**src/rtl/imem_loader.sv**
```systemverilog
// imem_loader: receives a byte-serial program image and writes 16-bit words into instruction memory,
// holding the CPU for the whole load and verifying an XOR checksum trailer.
module imem_loader #(
  parameter int ADDR_W     = 6,
  parameter int START_ADDR = 0
) (
  input  logic              clock_i,
  input  logic              reset_i,
  input  logic              start_i,
  input  logic [7:0]        in_data_i,
  input  logic              in_valid_i,
  output logic              in_ready_o,
  output logic              mem_we_o,
  output logic [ADDR_W-1:0] mem_addr_o,
  output logic [15:0]       mem_data_o,
  output logic              cpu_hold_o,
  output logic              load_done_o,
  output logic              load_err_o
);
  localparam int DEPTH = 1 << ADDR_W;
  localparam int REM_W = ADDR_W + 1;
  typedef enum logic [2:0] {IDLE, COUNT, HI, LO, WRITE, CSUM, DONE} state_t;
  state_t            state_q, state_d;
  logic [REM_W-1:0]  rem_q;
  logic [ADDR_W-1:0] addr_q;
  logic [15:0]       data_q;
  logic [7:0]        hi_q, csum_q;
  logic              ready_q, we_q, hold_q, done_q, err_q;
  logic              xfer, oversize;
  assign xfer        = in_valid_i && ready_q;
  assign oversize    = 32'(in_data_i) > DEPTH;
  assign in_ready_o  = ready_q;
  assign mem_we_o    = we_q;
  assign mem_addr_o  = addr_q;
  assign mem_data_o  = data_q;
  assign cpu_hold_o  = hold_q;
  assign load_done_o = done_q;
  assign load_err_o  = err_q;
  always_comb begin
    state_d = state_q;
    case (state_q)
      IDLE:    state_d = start_i ? COUNT : IDLE;
      COUNT:   state_d = xfer ? (oversize ? DONE : HI) : COUNT;
      HI:      state_d = xfer ? LO : HI;
      LO:      state_d = xfer ? WRITE : LO;
      WRITE:   state_d = (rem_q == REM_W'(1)) ? CSUM : HI;
      CSUM:    state_d = xfer ? DONE : CSUM;
      default: state_d = IDLE;
    endcase
  end
  // Outputs are registered from the next state so they line up with the state they describe.
  always_ff @(posedge clock_i) begin
    if (!reset_i) begin
      state_q <= IDLE;
      ready_q <= 1'b0;
      we_q    <= 1'b0;
      hold_q  <= 1'b0;
      done_q  <= 1'b0;
      err_q   <= 1'b0;
      addr_q  <= ADDR_W'(START_ADDR);
      data_q  <= '0;
      hi_q    <= '0;
      csum_q  <= '0;
      rem_q   <= '0;
    end else begin
      state_q <= state_d;
      ready_q <= state_d inside {COUNT, HI, LO, CSUM};
      we_q    <= state_d == WRITE;
      hold_q  <= state_d != IDLE;
      done_q  <= state_d == DONE;
      if (state_q == IDLE && start_i) begin
        err_q  <= 1'b0;
        csum_q <= '0;
        addr_q <= ADDR_W'(START_ADDR);
      end
      if (state_q == COUNT && xfer) begin
        rem_q <= (in_data_i == 8'd0) ? REM_W'(DEPTH) : REM_W'(in_data_i);
        if (oversize) err_q <= 1'b1;
      end
      if (state_q == HI && xfer) begin
        hi_q   <= in_data_i;
        csum_q <= csum_q ^ in_data_i;
      end
      if (state_q == LO && xfer) begin
        data_q <= {hi_q, in_data_i};
        csum_q <= csum_q ^ in_data_i;
      end
      if (state_q == WRITE) begin
        addr_q <= addr_q + ADDR_W'(1);
        rem_q  <= rem_q - REM_W'(1);
      end
      if (state_q == CSUM && xfer) err_q <= in_data_i != csum_q;
    end
  end
endmodule

```
**config.mk**
```make
export PLATFORM = sky130hd
export DESIGN_NAME = imem_loader
export DESIGN_NICKNAME = d
export VERILOG_FILES = /design/src/rtl/imem_loader.sv
export SDC_FILE = /design/constraint.sdc
export NUM_CORES = 1
export LEC_CHECK = 0
export BUFFER_PORTS_ARGS = -buffer_cell sky130_fd_sc_hd__buf_2
export CAP_MARGIN = 0
export CELL_PAD_IN_SITES_DETAIL_PLACEMENT = 0
export CELL_PAD_IN_SITES_GLOBAL_PLACEMENT = 1
export CORE_ASPECT_RATIO = 1.1
export CORE_MARGIN = 4
export CORE_UTILIZATION = 38
export CTS_CLUSTER_SIZE = 25
export DETAILED_ROUTE_END_ITERATION = 10
export HOLD_SLACK_MARGIN = 0.15
export MAX_ROUTING_LAYER = met4
export PLACE_DENSITY = 0.87
export SLEW_MARGIN = 25
export SYNTH_ARGS = -nofsm -noshare
export SYNTH_HDL_FRONTEND = slang
export SYNTH_SLANG_ARGS = --single-unit
```
**constraint.sdc**
```tcl
create_clock -name clock_i -period 1.4 [get_ports clock_i]
set_input_delay 0.14 -clock clock_i [delete_from_list [all_inputs] [get_ports clock_i]]
set_output_delay 0.14 -clock clock_i [all_outputs]
set_load 0.005 [all_outputs]
```
==> summary.md, run 1 <==
| Metric | Value |
|---|---|
| Share of flip-flops with an asynchronous set or reset after synthesis | `0` |
| Area of the core region | `roughly 6600 um^2` |
| Terminating pin of the worst hold path | `in_ready_o` |
| Iteration count of the initial detailed-routing pass | `4` |
| Area enclosed by the die boundary | `around 8100 um^2` |
| Area share of fa/ha/maj cells after synthesis | `0.0147` |
| DIE WIDTH | `approximately 86 um` |
| Routability Congestion | `between 0.8 and 0.9` |
| Number of H-tree branching levels | `2` |
| Worst-path clk slew | `about 100 ps` |
| Starting utilization of the core area | `0.390` |
| Launch point of the worst hold path | `reset_i` |
| Vias after detailed routing | `between 2000 and 2500` |
| Slew at the pin closest to its max-slew limit | `479 ps` |
| Number of storage elements in the synthesis netlist | `53` |
| I/O pin count | `39` |
| Synth Flop Type | `dfxtp_1` |
| Count of mapped cells out of synthesis | `about 300` |
| Arr. time, crit path | `approximately 1800 ps` |
| Average size of a mapped cell | `between 8 and 9 um^2` |
| Drt drc | `0` |
| Critical setup path kind | `register to register` |
| Multi-input logic area | `around 1600 um^2` |
| Overflow left after global routing | `0` |
| Routed wire length | `between 7 and 8 mm` |
| Final setup violating endpoints | `25` |
| Vertical die dimension | `between 90 and 100 um` |
| Antenna diode count | `0` |
| Power density of the placed cells | `~910 nW/um^2` |
| Synthesized-area fraction occupied by xor and xnor cells | `0.0309` |
| Run status | `finished with violations` |
| Dominant combinational cell family by area after synthesis | `compound AO/OA/AOI/OAI gates` |
| Cell Rows | `31` |
| Dominant cells by area after synthesis | `dfxtp_1, a21boi_0, nand2_1` |
| Capture point of the worst reg-to-reg path | `csum_q[2]` |
| TritonCTS clock tree | `yes` |
| Worst IR drop on VDD | `507 uV` |
| Max-slew violation total from the final report | `0` |
| Post-route antenna net violation count | `0` |
| Synthesis warning total | `0` |
| Static leakage | `1.53 nW` |
| Fraction of layout instances using a drive strength above 1 | `0.421` |
| Placed Cells | `around 440` |
| Nature of the critical path endpoint | `register` |
| Setup clock skew after layout | `slightly below 6 ps` |
| Count of port buffers added during placement | `38` |
| Hold Path Class | `input port to register` |
| Timing-limited maximum frequency | `646 MHz` |
| Area added between synthesis and finish | `42.1%` |
| Final instance count without filler cells | `~460` |
| Final setup margin | `-147 ps` |
| Fin util | `0.554` |
| Maximum root-to-sink buffer count | `2` |
| Startpoint types | `register` |
| Post-route minimum period | `~1500 ps` |
| Sequential fraction of the synthesis area | `0.415` |
| Area of all sequential standard cells | `1070 um^2` |
| Portion of netlist area occupied by mux cells | `0.00392` |
| Largest fanout on the critical path | `8` |
| Number of DRC violations after detailed-routing iteration 0 | `between 150 and 200` |
| Nets@finish | `just under 400` |
| Min-Delay Path Depth | `2` |
| CTS Buf Count | `5` |
| Post-Place Cell Area | `3070 um^2` |
| Register-to-register path setup slack | `-150 ps` |
| Fraction of post-synthesis cell area in the top cell type by area | `0.415` |
| Final design area excluding fillers | `3630 um^2` |
| Max_cap viols | `0` |
| Wire length of the first global-routing pass | `between 10 and 15 mm` |
| Final hold violation count | `0` |
| Number of nets produced by synthesis | `between 300 and 400` |
| Total half-perimeter wirelength after legalization and detailed placement | `4.65 mm` |
| CTS Root Buffer Type | `clkbuf_8` |
| Number of global-route vias before repair | `between 2000 and 2500` |
| Simple-gate share of the synthesized area | `0.229` |
| Detail-routed via count per cell | `5.20` |
| Clock sink count | `53` |
| RSZ-0062 raised after global routing | `true` |
| EDFF count, synth | `0` |
| Largest area contributor in the netlist | `dfxtp_1` |
| Failing checks | `setup timing` |
| Startpoint of the lowest-slack register-to-register path | `state_q[2]` |
| Combined area of all synthesized cells | `2550 um^2` |
| Wire length per cell | `roughly 15 um` |
| Antenna violations before repair | `0` |
| Endpoint required time on the critical path | `1610 ps` |
| Relative slew margins | `0.678` |
| Pin count of the biggest net entering global routing | `24` |
| Count of different cell masters after synthesis | `slightly above 50` |
| Filler cell count | `between 500 and 600` |
| Depth of the worst register-to-register path | `5` |
| Part of the cycle the worst path needs | `1.10` |
| Complex-gate fraction of the synthesized area | `0.243` |
| Clk Latency, worst-skew pair | `about 310 ps` |
| Final total power | `around 0.0033 W` |
| Global-route usage over all layers | `0.174` |
## cells by family (layout without fill, tap and decap cells)
| family | Yosys count | count (layout) |
|---|---|---|
| AOI/OAI and AO/OA | 89 | 89 |
| xor gates and xnor gates | 9 | 9 |
| adders and majority gates | 3 | 3 |
| buffers and inverters | 31 | 108 |
| DFF | 53 | 53 |
| muxes | 1 | 1 |
| and+or+nand+nor | 117 | 117 |
## placed cells by master, fill, tap and decap left out, drive strengths merged, types with 3 or more instances in the layout
master  netlist  final
buf          15     93
a21boi       38     38
nand3b        8      8
o21a          3      3
dfxtp        53     53
and2          4      4
nor3          3      3
ha            3      3
nand3         6      6
inv           3      3
clkbuf       13      8
nand4         4      4
o21ai        20     20
nor2         22     22
a31oi         3      3
xnor2         9      9
nand2        52     52
and3          4      4
a21oi         6      6
## sequential cells by signal, summed over array words and instances (netlist names)
name         cells
load_err_o       1
load_done_o      1
cpu_hold_o       1
csum_q           8
mem_data_o      16
mem_we_o         1
mem_addr_o       6
hi_q             8
state_q          3
rem_q            7
in_ready_o       1
## worst max-delay path, cell delays in order, from the launching register on
cell,delay (ps)
dfxtp_2,340
buf_6,120
or4b_4,530
and2_4,240
o21ai_1,140
a21boi_1,80
## final cells by class
type,count,share of cell area
clock buffer,6,0.0228
sequential,53,0.295
timing repair buffer,97,0.205
multi-input combinational,219,0.435
inverter,3,0.00310
tap,82,0.0283
clock inverter,2,0.0103
## metrics by stage
stage               hold slack (ps)  setup TNS [ps]  setup WS, ps
finish                          195           -1950          -147
CTS                             101           -2110          -166
detailed placement              429           -2970          -220
floorplan                       270           -1480          -156
global placement                413           -1880          -148
global route                    203           -3870          -186
## per-layer routing
layer,vias up,share of wire,GRT usage
met5,-,0,-
met4,0,0.018,0.0623
met3,9,0.048,0.0342
met2,60,0.49,0.283
met1,1126,0.44,0.215
li1,1208,-,-
## how the worst max path moves through the flow
stage / startpoint / endpoint / slack (ps) / cells past startpoint
floorplan: state_q[1] / csum_q[1] / -160 / 7
global placement: state_q[2] / csum_q[5] / -150 / 5
detailed placement: state_q[2] / csum_q[4] / -220 / 5
CTS: state_q[2] / csum_q[4] / -170 / 5
global route: state_q[2] / csum_q[2] / -190 / 5
finish: state_q[2] / csum_q[2] / -150 / 5
## power breakdown
part / internal (W) / switching, W
clock network: 0.000582 / 0.000523
logic: 0.000291 / 0.000305
registers: 0.00155 / 0.0000404
total: 0.00242 / 0.000869
## repair_timing
item                                    in CTS  in global routing
endpoints found under the hold margin        3                  1
setup buffers                                7                  6
hold buffers                                 1                  1
pin swaps                                   11                 46
gates resized for setup                     26                 84
endpoints found under the setup margin      39                 51
cloned                                       0                  2
## Yosys cell counts (all sizes together) (3+ instances only)
library cell  count
and2              4
ha                3
and3              4
o21a              3
a31oi             3
a21oi             6
nand2            52
o21ai            20
a21boi           38
dfxtp            53
nand3             6
clkbuf           13
xnor2             9
inv               3
buf              15
nand4             4
nor3              3
nor2             22
nand3b            8
No activity file was read; power rests on OpenSTA's default activity.
==> inputs of run 2 (changes only) <==
--- a/config.mk
+++ b/config.mk
@@ -10,7 +10,7 @@
 export CELL_PAD_IN_SITES_DETAIL_PLACEMENT = 0
 export CELL_PAD_IN_SITES_GLOBAL_PLACEMENT = 1
 export CORE_ASPECT_RATIO = 1.1
-export CORE_MARGIN = 4
+export CORE_MARGIN = 2
 export CORE_UTILIZATION = 38
 export CTS_CLUSTER_SIZE = 25
 export DETAILED_ROUTE_END_ITERATION = 10
==> run 2 against run 1 <==
The flow still finishes with violations (setup timing). Total power fell by 2.4%. Setup slack improved by 51 ps. Final area fell by 7.0%. Combinational power fell by 12%. Non-clock buffer count fell by 11. First-iteration DRC count fell by 9.9%. Wire length fell by 9.3%. Via count fell by 0.71%. Core utilization fell by 3.9 points. Clock-buffer cell count did not move. Hold slack improved by 23 ps. Largest power group unchanged.
==> summary.md, run 2 (synthesis results as in run 1) <==
| Metric | Value |
|---|---|
| Run status | `finished with violations` |
| Failing checks | `setup timing` |
| Slowest cell on the critical path | `or4b_4` |
| Iteration count of the initial detailed-routing pass | `4 (unchanged)` |
| CTS Root Buffer Type | `clkbuf_8` |
| Area enclosed by the die boundary | `7400 um^2 (-8.7%)` |
| Max-slew violation total from the final report | `0 (unchanged)` |
| Routed wire length | `6.37 mm (-9.3%)` |
| Nets@finish | `383 (-2.8%)` |
| Flip-flop count of the largest register, all copies and words added | `16 (unchanged)` |
| Final setup violating endpoints | `13 (-48%)` |
| Internal power contribution | `0.00238 W (-1.6%)` |
| Clock network power share | `0.342 (+0.006)` |
| Vias after detailed routing | `2386 (-0.71%)` |
| Share of total power in combinational logic | `0.163 (-0.018)` |
| Total half-perimeter wirelength after legalization and detailed placement | `4.46 mm (-4.0%)` |
| Post-route minimum period | `1500 ps (-50.9 ps)` |
| Wire length of the first global-routing pass | `10.4 mm (-5.1%)` |
| Pre-CTS WS | `-90.6 ps (+129 ps)` |
| Vertical die dimension | `90 um (-4.3%)` |
| Final instance count without filler cells | `451 (-2.4%)` |
| Largest fanout on the critical path | `8 (unchanged)` |
| Buffers plus inverters on the worst setup path | `0 (-1)` |
| Global-route usage over all layers | `0.180 (+0.00595)` |
| Number of global-route vias before repair | `2191 (-2.8%)` |
| TritonCTS clock tree | `yes` |
| Clock sink count | `53 (unchanged)` |
| Arr. time, crit path | `1700 ps (-60 ps)` |
| Post-route antenna net violation count | `0 (unchanged)` |
| Nature of the critical path endpoint | `register` |
| Relative slew margins | `0.675 (-0.00244)` |
| Maximum root-to-sink buffer count | `2 (unchanged)` |
| Part of the cycle the worst path needs | `1.07 (-0.0364)` |
| Antenna violations before repair | `0 (unchanged)` |
| Fraction of layout instances using a drive strength above 1 | `0.347 (-0.0742)` |
| Overflow left after global routing | `0 (unchanged)` |
| Drt drc | `0 (unchanged)` |
| Top cell family by delay on the critical path | `simple AND/OR/NAND/NOR gates` |
| Net Sw Frac | `0.258 (-0.00590)` |
| Endpoint required time on the critical path | `1610 ps (about the same)` |
| Number of DRC violations after detailed-routing iteration 0 | `146 (-9.9%)` |
| Startpoint types | `register` |
| Max_cap viols | `0 (unchanged)` |
| DIE WIDTH | `82.2 um (-4.6%)` |
| Starting utilization of the core area | `0.390 (unchanged)` |
| Area added between synthesis and finish | `32.1%` |
| Switching power | `0.000829 W (-4.6%)` |
| Final hold violation count | `0 (unchanged)` |
| RSZ-0062 raised after global routing | `true` |
| Number of H-tree branching levels | `2 (unchanged)` |
| Slew at the pin closest to its max-slew limit | `483 ps (+3.62 ps)` |
| Global-route layer with the greatest usage | `met2` |
| Power density of the placed cells | `952 nW/um^2 (+5.0%)` |
| Worst IR drop on VDD | `628 uV (+24%)` |
| Most common library cell in the layout ignoring fill and taps | `dfxtp_1` |
| Routability Congestion | `0.854 (-3.6%)` |
| Post-Place Cell Area | `3030 um^2 (-1.1%)` |
| Detail-routed via count per cell | `5.29 (+1.7%)` |
| Final total power | `0.00321 W (-2.4%)` |
| Wire length per cell | `14.1 um (-7.0%)` |
| Pin count of the biggest net entering global routing | `24 (unchanged)` |
| Hold Path Class | `input port to register` |
| Count of port buffers added during placement | `38 (unchanged)` |
| Fraction of power consumed by sequential logic | `0.495 (+0.012)` |
| Highest cell delay on the worst timing path | `600 ps (+70 ps)` |
| Most used cells in the layout excluding fill and tap cells | `dfxtp_1, nand2_1, buf_2` |
| Clk Latency, worst-skew pair | `310 ps (about the same)` |
| Placed Cells | `436 (-0.68%)` |
| Timing-limited maximum frequency | `668 MHz (+3.4%)` |
| M1 GR Usage | `0.241 (+0.0263)` |
| Area of the core region | `6560 um^2 (unchanged)` |
| Static leakage | `1.36 nW (-11%)` |
| Setup clock skew after layout | `6.99 ps (+1.14 ps)` |
| Final setup margin | `-95.9 ps (+50.9 ps)` |
| Cell Rows | `31 (unchanged)` |
| Critical setup path kind | `register to register` |
| Worst-path clk slew | `100 ps (about the same)` |
| Global routing met3 resource utilization | `0.0331 (-0.00108)` |
| CTS Buf Count | `5 (unchanged)` |
| Cell-by-cell trace of the critical path | `or4b_4 > and2_4 > o21ai_2 > a21boi_1` |
| GR Layer Usage met2 | `0.276 (-0.00724)` |
| Summed negative setup slack over all endpoints | `-811 ps (+1140 ps)` |
| I/O pin count | `39 (unchanged)` |
| Final design area excluding fillers | `3370 um^2 (-7.0%)` |
| Antenna diode count | `0 (unchanged)` |
[run 2: power by group through the flow]
stage / sequential, W / combinational, W / clock [W]
detailed placement: 0.00162 / 0.000453 / 0
finish: 0.00159 / 0.000524 / 0.00110
floorplan: 0.00161 / 0.000313 / 0
CTS: 0.00158 / 0.000468 / 0.00113
global route: 0.00160 / 0.000569 / 0.00117
global placement: 0.00161 / 0.000451 / 0
[run 2: metal layers]
| metal | wire length [um] | part of all wire | vias to the layer above |
|---|---|---|---|
| li1 | - | - | 1187 |
| met1 | 2910 | 0.46 | 1146 |
| met2 | 3180 | 0.50 | 45 |
| met3 | 219 | 0.034 | 8 |
| met4 | 71 | 0.011 | 0 |
| met5 | 0 | 0 | - |
[run 2: worst paths after layout]
| kind | startpoint | end | slack (ps) | cells past startpoint |
|---|---|---|---|---|
| max | state_q[0] | csum_q[5] | -100 | 4 |
| min | in_data_i[7] | hi_q[7] | 220 | 4 |
| max reg2reg | state_q[0] | csum_q[5] | -100 | 4 |
| min reg2reg | mem_data_o[5] | mem_data_o[5] | 450 | 2 |
[run 2: per-stage QoR]
| stage | util | hold slack [ps] |
|---|---|---|
| after floorplan | - | 270 |
| after global placement | 0.463 | 413 |
| after detailed placement | 0.463 | 412 |
| after CTS | 0.490 | 89.2 |
| after global routing | 0.515 | 235 |
| final | 0.515 | 217 |
[run 2: cell type report]
cell class	instances	area (um^2)
clock inverter	2	37.5
fill	620	3180
inverter	3	11.3
clock buffer	6	82.6
timing repair buffer	86	622
sequential	53	1070
tap	82	103
multi-input combinational	219	1450
[run 2: worst reg2reg max path: cells and delay by family, from the launching register on]
family	cells	cell delay, ps
AND/OR/NAND/NOR	2	830
flip-flops	1	380
AO/OA/AOI/OAI	2	190
[run 2: repair_timing]
item                                    CTS  global route
hold buffers                              1             1
endpoints found under the setup margin   36            50
gates cloned                              0             1
pin swaps                                11            27
setup buffers                             1             3
endpoints found under the hold margin     3             1
gates resized for setup                  15            65
==> inputs of run 3 (changes only) <==
--- a/config.mk
+++ b/config.mk
@@ -5,18 +5,19 @@
 export SDC_FILE = /design/constraint.sdc
 export NUM_CORES = 1
 export LEC_CHECK = 0
+export ABC_AREA = 1
 export BUFFER_PORTS_ARGS = -buffer_cell sky130_fd_sc_hd__buf_2
 export CAP_MARGIN = 0
 export CELL_PAD_IN_SITES_DETAIL_PLACEMENT = 0
 export CELL_PAD_IN_SITES_GLOBAL_PLACEMENT = 1
 export CORE_ASPECT_RATIO = 1.1
 export CORE_MARGIN = 2
-export CORE_UTILIZATION = 38
+export CORE_UTILIZATION = 36
 export CTS_CLUSTER_SIZE = 25
 export DETAILED_ROUTE_END_ITERATION = 10
 export HOLD_SLACK_MARGIN = 0.15
 export MAX_ROUTING_LAYER = met4
-export PLACE_DENSITY = 0.87
+export PLACE_DENSITY = 0.86
 export SLEW_MARGIN = 25
 export SYNTH_ARGS = -nofsm -noshare
 export SYNTH_HDL_FRONTEND = slang
==> run 3 against run 2 <==
The run now ends clean. Wire length is 12% lower. Register-to-register slack better by 170 ps. Non-clock buffer count is 27 lower. Sequential power hardly changed. Total power is 12% lower.
==> summary.md, run 3 <==
| Metric | Value |
|---|---|
| Iteration count of the initial detailed-routing pass | `4 (unchanged)` |
| RSZ-0062 raised after global routing | `true` |
| Relative slew margins | `0.767 (+0.0918)` |
| Final setup margin | `71.7 ps (+168 ps)` |
| Maximum root-to-sink buffer count | `2 (unchanged)` |
| EDFF count, synth | `0 (unchanged)` |
| Wire length of the first global-routing pass | `9.00 mm (-13%)` |
| Combined area of all synthesized cells | `2370 um^2 (-7.3%)` |
| Pre-CTS WS | `39.3 ps (+130 ps)` |
| Final total power | `0.00282 W (-12%)` |
| Multi-input logic area | `1120 um^2 (-22%)` |
| Flip-flop count of the largest register, all copies and words added | `16 (unchanged)` |
| Fraction of layout instances using a drive strength above 1 | `0.260 (-0.0868)` |
| Max_cap viols | `0 (unchanged)` |
| TritonCTS clock tree | `yes` |
| Fraction of post-synthesis cell area in the top cell type by area | `0.448 (+0.0329)` |
| Count of mapped cells out of synthesis | `316 (+4.3%)` |
| Number of DRC violations after detailed-routing iteration 0 | `104 (-29%)` |
| Area added between synthesis and finish | `22.9%` |
| Antenna violations before repair | `0 (unchanged)` |
| Worst IR drop on VDD | `462 uV (-26%)` |
| Nature of the critical path endpoint | `register` |
| Number of storage elements in the synthesis netlist | `53 (unchanged)` |
| Internal power contribution | `0.00204 W (-15%)` |
| Clock network power share | `0.326 (-0.016)` |
| Area of the core region | `6480 um^2 (-1.2%)` |
| Clock sink count | `53 (unchanged)` |
| Total half-perimeter wirelength after legalization and detailed placement | `3.97 mm (-11%)` |
| Sequential fraction of the synthesis area | `0.448 (+0.0329)` |
| Final hold violation count | `0 (unchanged)` |
| Vias after detailed routing | `2188 (-8.3%)` |
| Cell with the most instances after synthesis | `nand2_1` |
| Switching power | `0.000784 W (-5.4%)` |
| Vertical die dimension | `89.1 um (-1.1%)` |
| Register-to-register path setup slack | `70 ps (+170 ps)` |
| Hold Path Class | `input port to register` |
| Post-route antenna net violation count | `0 (unchanged)` |
| Slew at the pin closest to its max-slew limit | `346 ps (-137 ps)` |
| Antenna diode count | `0 (unchanged)` |
| Dominant cells by area after synthesis | `dfxtp_1, nand2_1, a21oi_1` |
| Fraction of power consumed by sequential logic | `0.556 (+0.061)` |
| Area enclosed by the die boundary | `7240 um^2 (-2.1%)` |
| Share of flip-flops with an asynchronous set or reset after synthesis | `0 (unchanged)` |
| Net Sw Frac | `0.278 (+0.0200)` |
| Clk Latency, worst-skew pair | `310 ps (about the same)` |
| Endpoint required time on the critical path | `1640 ps (+30 ps)` |
| Average size of a mapped cell | `7.49 um^2 (-11%)` |
| DIE WIDTH | `81.3 um (-1.1%)` |
| Number of H-tree branching levels | `2 (unchanged)` |
| Number of nets produced by synthesis | `331 (+4.1%)` |
| Final design area excluding fillers | `2910 um^2 (-14%)` |
| Pin count of the biggest net entering global routing | `30 (+25%)` |
| Synthesis warning total | `0 (unchanged)` |
| Overflow left after global routing | `0 (unchanged)` |
| I/O pin count | `39 (unchanged)` |
| Wire length per cell | `12.3 um (-13%)` |
| Routed wire length | `5.58 mm (-12%)` |
| Post-synth top cells | `nand2_1, dfxtp_1, a21oi_1, o21ai_0, inv_1` |
| Count of different cell masters after synthesis | `32 (-37%)` |
| Arr. time, crit path | `1570 ps (-130 ps)` |
| Post-route minimum period | `1330 ps (-168 ps)` |
| Timing-limited maximum frequency | `753 MHz (+13%)` |
| Run status | `completed` |
| Summed negative setup slack over all endpoints | `0 ps (+811 ps)` |
| Cell Rows | `31 (unchanged)` |
| Starting utilization of the core area | `0.365 (-0.0243)` |
| Share of total power in combinational logic | `0.118 (-0.045)` |
| Final setup violating endpoints | `0 (-13)` |
| Synth Flop Type | `dfxtp_1` |
| Part of the cycle the worst path needs | `0.949 (-0.120)` |
| Most common library cell in the layout ignoring fill and taps | `nand2_1` |
| Number of global-route vias before repair | `1942 (-11%)` |
| Critical setup path kind | `register to register` |
| Global-route usage over all layers | `0.163 (-0.0164)` |
| Startpoint types | `register` |
| Detail-routed via count per cell | `4.81 (-9.1%)` |
| Count of port buffers added during placement | `38 (unchanged)` |
| CTS Root Buffer Type | `clkbuf_8` |
| Most used cells in the layout excluding fill and tap cells | `nand2_1, dfxtp_1, a21oi_1, buf_2, o21ai_0` |
| Max-slew violation total from the final report | `0 (unchanged)` |
| Drt drc | `0 (unchanged)` |
| CTS Buf Count | `5 (unchanged)` |
| Routability Congestion | `0.899 (+5.2%)` |
| Power density of the placed cells | `969 nW/um^2 (+1.8%)` |
| Largest fanout on the critical path | `2 (-6)` |
| Nets@finish | `387 (+1.0%)` |
| Filler cell count | `662 (+6.8%)` |
| Largest area contributor in the netlist | `dfxtp_1` |
| Worst-path clk slew | `110 ps (about the same)` |
| Setup clock skew after layout | `6.54 ps (-0.453 ps)` |
| Area of all sequential standard cells | `1070 um^2 (unchanged)` |
| Static leakage | `1.29 nW (-5.5%)` |
| Post-Place Cell Area | `2680 um^2 (-12%)` |
run 3: cell types whose count changed after synthesis, sizes merged, moves of 5 or more:
cell / previous run / this run
a21boi: 38 / 1
a21oi: 6 / 38
buf: 15 / 7
clkbuf: 13 / 3
inv: 3 / 36
nand2: 52 / 59
nand3: 6 / 17
nand3b: 8 / 1
nor2: 22 / 32
o21ai: 20 / 37
or2: 1 / 6
xor2: 0 / 6
run 3: worst max-delay path, stage by stage, from the launching register on:
cell	delay [ps]
dfxtp_2	350
inv_2	50
buf_4	130
ha_1	270
or2_2	290
a31oi_1	160
run 3: per-stage QoR:
stage | hold slack, ps | utilization | instances
after floorplan | 253 | - | 316
after global placement | 440 | 0.413 | 437
after detailed placement | 444 | 0.413 | 437
after CTS | 162 | 0.435 | 450
after global routing | 179 | 0.449 | 455
final | 158 | 0.449 | 455
run 3: cells by family after synthesis:
group | after synthesis | synth area share
compound gates | 80 | 0.175
xor+xnor | 11 | 0.0407
fa+ha+maj | 3 | 0.0159
buf+inv | 48 | 0.0946
flops | 53 | 0.448
simple gates | 121 | 0.226
run 3: layer usage:
| metal | up-vias | GRT usage | wire (um) |
|---|---|---|---|
| met1 | 983 | 0.212 | 2600 |
| met5 | - | - | 0 |
| met3 | 13 | 0.0374 | 297 |
| met4 | 0 | 0.0539 | 129 |
| li1 | 1131 | - | - |
| met2 | 61 | 0.252 | 2550 |
run 3: worst paths after layout:
path / start / to / cells past startpoint
setup / recovery: rem_q[1] / rem_q[1] / 5
hold / removal: in_data_i[6] / mem_data_o[6] / 3
setup reg to reg: rem_q[1] / rem_q[1] / 5
hold reg to reg: hi_q[2] / hi_q[2] / 2
run 3: layout make-up:
type                       count  area share
multi-input combinational    215       0.387
sequential                    53       0.368
timing repair buffer          59       0.128
inverter                      38      0.0494
tap                           82      0.0353
clock buffer                   5      0.0236
clock inverter                 3     0.00903
run 3: what timing repair did:
action / CTS / global route
resized for setup: 0 / 21
setup buffers: 0 / 5
hold endpoints to repair: 6 / 0
hold buffers: 5 / 0
setup endpoints to repair: 0 / 33
run 3: power groups by stage:
| stage | registers (W) | clock network (W) | logic, W |
|---|---|---|---|
| 2_1_floorplan | 0.00160 | 0 | 0.000189 |
| 3_3_place_gp | 0.00160 | 0 | 0.000298 |
| 3_5_place_dp | 0.00160 | 0 | 0.000299 |
| 4_1_cts | 0.00156 | 0.000946 | 0.000311 |
| 5_1_grt | 0.00157 | 0.00101 | 0.000370 |
| 6_report | 0.00157 | 0.000920 | 0.000331 |
